## src/rtl/mem_arbiter.sv

```systemverilog
// Two-requester (core / host) arbiter in front of a single-port RAM with 1-cycle read latency.
// Optional: define ARB_HOST_LOCK_EN to add host_lock, which masks cpu_req while high.
module mem_arbiter #(
  parameter int d_addr_bits = 6,
  parameter int data_bits   = 64
) (
  input  logic                   clk,
  input  logic                   rst_n,
`ifdef ARB_HOST_LOCK_EN
  input  logic                   host_lock,
`endif
  input  logic                   cpu_req,
  input  logic                   cpu_we,
  input  logic [d_addr_bits-1:0] cpu_addr,
  input  logic [data_bits-1:0]   cpu_wdata,
  output logic                   cpu_gnt,
  output logic                   cpu_rvalid,
  output logic [data_bits-1:0]   cpu_rdata,
  input  logic                   host_req,
  input  logic                   host_we,
  input  logic [d_addr_bits-1:0] host_addr,
  input  logic [data_bits-1:0]   host_wdata,
  output logic                   host_gnt,
  output logic                   host_rvalid,
  output logic [data_bits-1:0]   host_rdata,
  output logic                   mem_we,
  output logic [d_addr_bits-1:0] mem_addr,
  output logic [data_bits-1:0]   mem_wdata,
  input  logic [data_bits-1:0]   mem_rdata,
  output logic                   busy
);

  localparam logic [1:0] S_IDLE  = 2'd0;
  localparam logic [1:0] S_ISSUE = 2'd1;
  localparam logic [1:0] S_WAIT  = 2'd2;

  localparam logic ID_CPU  = 1'b0;
  localparam logic ID_HOST = 1'b1;

  logic [1:0]             r_state;
  logic                   r_win;
  logic                   r_last;
  logic                   r_we;
  logic [d_addr_bits-1:0] r_addr;
  logic [data_bits-1:0]   r_wdata;
  logic [data_bits-1:0]   r_cpu_rdata;
  logic [data_bits-1:0]   r_host_rdata;
  logic                   r_cpu_rvalid;
  logic                   r_host_rvalid;

  logic                   w_cpu_req;
  logic                   w_pick;

`ifdef ARB_HOST_LOCK_EN
  assign w_cpu_req = cpu_req & ~host_lock;
`else
  assign w_cpu_req = cpu_req;
`endif

  // On a tie, the requester that was not granted last wins.
  always_comb begin
    w_pick = ID_CPU;
    if (w_cpu_req && host_req)
      w_pick = (r_last == ID_CPU) ? ID_HOST : ID_CPU;
    else if (host_req)
      w_pick = ID_HOST;
  end

  always_ff @(posedge clk or negedge rst_n) begin
    if (!rst_n) begin
      r_state       <= S_IDLE;
      r_win         <= ID_CPU;
      r_last        <= ID_HOST;
      r_we          <= 1'b0;
      r_addr        <= '0;
      r_wdata       <= '0;
      r_cpu_rdata   <= '0;
      r_host_rdata  <= '0;
      r_cpu_rvalid  <= 1'b0;
      r_host_rvalid <= 1'b0;
    end else begin
      r_cpu_rvalid  <= 1'b0;
      r_host_rvalid <= 1'b0;
      case (r_state)
        S_IDLE: begin
          if (w_cpu_req || host_req) begin
            r_win   <= w_pick;
            r_last  <= w_pick;
            r_we    <= (w_pick == ID_HOST) ? host_we    : cpu_we;
            r_addr  <= (w_pick == ID_HOST) ? host_addr  : cpu_addr;
            r_wdata <= (w_pick == ID_HOST) ? host_wdata : cpu_wdata;
            r_state <= S_ISSUE;
          end
        end
        S_ISSUE: begin
          r_state <= r_we ? S_IDLE : S_WAIT;
        end
        S_WAIT: begin
          // RAM output is valid one cycle after the address was presented in ISSUE.
          if (r_win == ID_HOST) begin
            r_host_rdata  <= mem_rdata;
            r_host_rvalid <= 1'b1;
          end else begin
            r_cpu_rdata  <= mem_rdata;
            r_cpu_rvalid <= 1'b1;
          end
          r_state <= S_IDLE;
        end
        default: begin
          r_state <= S_IDLE;
        end
      endcase
    end
  end

  // Grant and write strobe decode from state so an async reset removes them at once.
  assign cpu_gnt     = (r_state == S_ISSUE) && (r_win == ID_CPU);
  assign host_gnt    = (r_state == S_ISSUE) && (r_win == ID_HOST);
  assign mem_we      = (r_state == S_ISSUE) && r_we;
  assign mem_addr    = r_addr;
  assign mem_wdata   = r_wdata;
  assign cpu_rvalid  = r_cpu_rvalid;
  assign host_rvalid = r_host_rvalid;
  assign cpu_rdata   = r_cpu_rdata;
  assign host_rdata  = r_host_rdata;
  assign busy        = (r_state != S_IDLE);

endmodule

```

## config.mk

```make
export PLATFORM = sky130hd
export DESIGN_NAME = mem_arbiter
export DESIGN_NICKNAME = d
export VERILOG_FILES = /design/src/rtl/mem_arbiter.sv
export SDC_FILE = /design/constraint.sdc
export NUM_CORES = 1
export LEC_CHECK = 0
export CAP_MARGIN = 20
export CORE_AREA = 2 2 159 161
export CTS_CLUSTER_SIZE = 24
export DETAILED_ROUTE_END_ITERATION = 7
export DIE_AREA = 0 0 161 163
export GPL_TIMING_DRIVEN = 0
export PLACE_DENSITY = 0.73
export SYNTH_ARGS = -nofsm -noshare
export SYNTH_HDL_FRONTEND = slang
export SYNTH_SLANG_ARGS = --single-unit
```

## constraint.sdc

```tcl
create_clock -name clk -period 2.5 [get_ports clk]
set_clock_uncertainty 0.15 [all_clocks]
set_input_delay 0.5 -clock clk [delete_from_list [all_inputs] [get_ports clk]]
set_output_delay 0.5 -clock clk [all_outputs]
set_load 0.1 [all_outputs]
```

==> results.toml <==
[worst_setup_path]
crit_buf_inv = 1
reg2reg_slack_ns = 0.51
worst_ep_required_time_ns = 1.85
crit_type = "register to output pin"
rr_worst_depth = 4
critPathCaptureType = "output pin"
cp_max_fo = 2
slowest_stage = "dlygate4sd2_1"
cp_data_arrival_time_ns = 1.78
cp-start-kind = "register"
rr_startpoint = "r_state[0]"
critPathTopFamily = "buffers and inverters"
rr_endpoint = "cpu_rdata[50]"
worstPathCellList = "dlygate4sd2_1"
max_stage_delay_ns = 0.92

[placement]
dp_hpwl_microns = 18700
placedCellCount = 1266
numPortBuffers = 413
gp_congestion = 0.747

[synth]
synth_top_cells_by_count = "dfrtp_1, mux2_4, mux2_2"
ys_ff_latch = 205
synth_area_sq_um = 9050
synth-seq-area-share_pct = 56.7
synth_flop_cell = "dfrtp_1"
yosysTopAreaCellShare_pct = 56.4
async_flop_share_pct = 100
synth_cell_types = 20
yosys_warnings = 0
synth_edf_count = 0
synth.most_common_cell = "dfrtp_1"
syn_inst = 522
yosys.area.top_type = "dfrtp_1"
syn_nets = 732
syn_avg_cell_area_sq_um = 17.3
synth_area_leaders = "dfrtp_1, mux2_4, mux2_2"

[cells_and_area]
stdcell_count = 1306
fin_nets = 1172
antenna_cells = 0
syn_to_final_growth_pct = 55.4
drive_above_1_share_pct = 34.3

[die]
placementRows = 58
initial_core_util_pct = 36.7
die_h_microns = 163
dieArea_sq_um = 26200
die_width_microns = 161
io_pins = 414
core-area_sq_um = 24700

[grt]
track_usage_pct = 17.7
grt_max_degree = 113
grt_pass1_vias = 6328
grt_pass1_wl_microns = 36100
grt_overflow = 0
antenna_found_initial = 0

[drt]
drcViolationCount = 0
vias = 5919
first_pass_iters = 4
viasPerCell = 4.53
first_iter_violations = 183
post_drt_wl_per_cell_microns = 18.5
ant_nets = 0
wl_microns = 24200

[min_path]
hold_depth = 1
hp-class = "register to register"
min_to = "r_state[1]"
hp-start = "r_we"

[sta]
slew_headroom_pct = 29.5
whs_ns = 0.284
hold_viol = 0
worst_pin_slew_ns = 1.06
max_freq_ghz = 0.412
setup_viol = 0
slew_violations = 0
rsz0062_at_grt = "no"
post-route-period-util_pct = 97.1
period_minus_slack_ns = 2.43

[cts]
clkSinkCount = 205
cts_setup_buffers = 0
cts_buffers = 23
insertion_delay_ns = 0.50
cts.clk_slew.worst_paths_ns = 0.06
cts_tree = "yes"
cts_buffer_depth = 3
cts-root-buf = "clkbuf_16"
h-tree-depth = 1

[run]
drv_cap = 0

[run_status]
status = "finished, final reports clean"
==> cell usage in the layout (no fill, tap or decap), types with 2 or more instances in the layout <==
| cell | count |
|---|---|
| buf_12 | 7 |
| dfrtp_1 | 204 |
| dlygate4sd2_1 | 200 |
| clkdlybuf4s50_1 | 208 |
| buf_2 | 17 |
| mux2_2 | 132 |
| buf_4 | 7 |
| inv_1 | 4 |
| mux2_4 | 136 |
| clkbuf_8 | 4 |
| clkinv_2 | 3 |
| clkbuf_16 | 23 |
| nor2_1 | 5 |
| clkbuf_1 | 9 |
| mux2i_1 | 2 |
==> layout make-up <==
| cell class | instances | area [sq um] |
|---|---|---|
| fillers | 2121 | 10600 |
| flip-flops and latches | 205 | 5130 |
| repair buffers | 415 | 3910 |
| multi-input cells | 283 | 3620 |
| clock buffers | 35 | 661 |
| well taps | 330 | 413 |
| plain buffers | 30 | 278 |
| clock inverters | 4 | 26.3 |
| inverters | 4 | 15.0 |
==> metrics by stage <==
step | TNS, ns | utilization [%] | worst slack [ns] | cell area, sq um
after floorplan | 0 | - | 0.0340 | 9050
after global routing | 0 | 57.0 | 0.000808 | 14100
after CTS | 0 | 57.1 | 0.0244 | 14100
final | 0 | 57.0 | 0.0734 | 14100
after detailed placement | -0.0214 | 55.2 | -0.0127 | 13600
after global placement | -1609.87 | 55.1 | -7.89 | 13600
==> cell families after synthesis <==
family / count (synthesis) / share of synthesized area [%]
mux: 270 / 39.2
flops: 205 / 56.7
buf+inv: 34 / 3.24
simple gates: 8 / 0.443
compound gates: 5 / 0.387
==> sequential cells by signal, summed over array words and instances (netlist names) <==
| register | flops |
|---|---|
| cpu_rdata | 64 |
| cpu_rvalid | 1 |
| host_rdata | 64 |
| host_rvalid | 1 |
| mem_addr | 6 |
| mem_wdata | 64 |
| r_last | 1 |
| r_state | 2 |
| r_we | 1 |
| r_win | 1 |
==> how the worst max path moves through the flow <==
stage / startpoint / endpoint / slack [ns] / depth (start not counted)
after CTS: mem_wdata[11] / mem_wdata[11] / 0.02 / 1
after global routing: r_state[1] / mem_we / 0.0008 / 3
after floorplan: r_state[1] / cpu_gnt / 0.03 / 2
after detailed placement: r_state[1] / cpu_gnt / -0.01 / 3
after global placement: rst_n / mem_wdata[58] / -7.89 / 1
final: mem_wdata[11] / mem_wdata[11] / 0.07 / 1
==> metal layers <==
layer | global-route usage [%] | part of all wire [%] | up-vias
met5 | 0 | 0 | -
met3 | 5.35 | 8.4 | 32
met2 | 33.4 | 53 | 267
met4 | 4.42 | 1.9 | 0
li1 | - | - | 2739
met1 | 19.4 | 37 | 2881
==> timing repair <==
action / CTS / global route
setup endpoints to repair: 204 / 4
hold buffers: 1 / 0
endpoints found under the hold margin: 92 / 0
gates resized for setup: 212 / 7
Power is left out: the tool's default activity adds up to more than one toggle a clock period on the data nets, which glitch-free logic cannot reach.
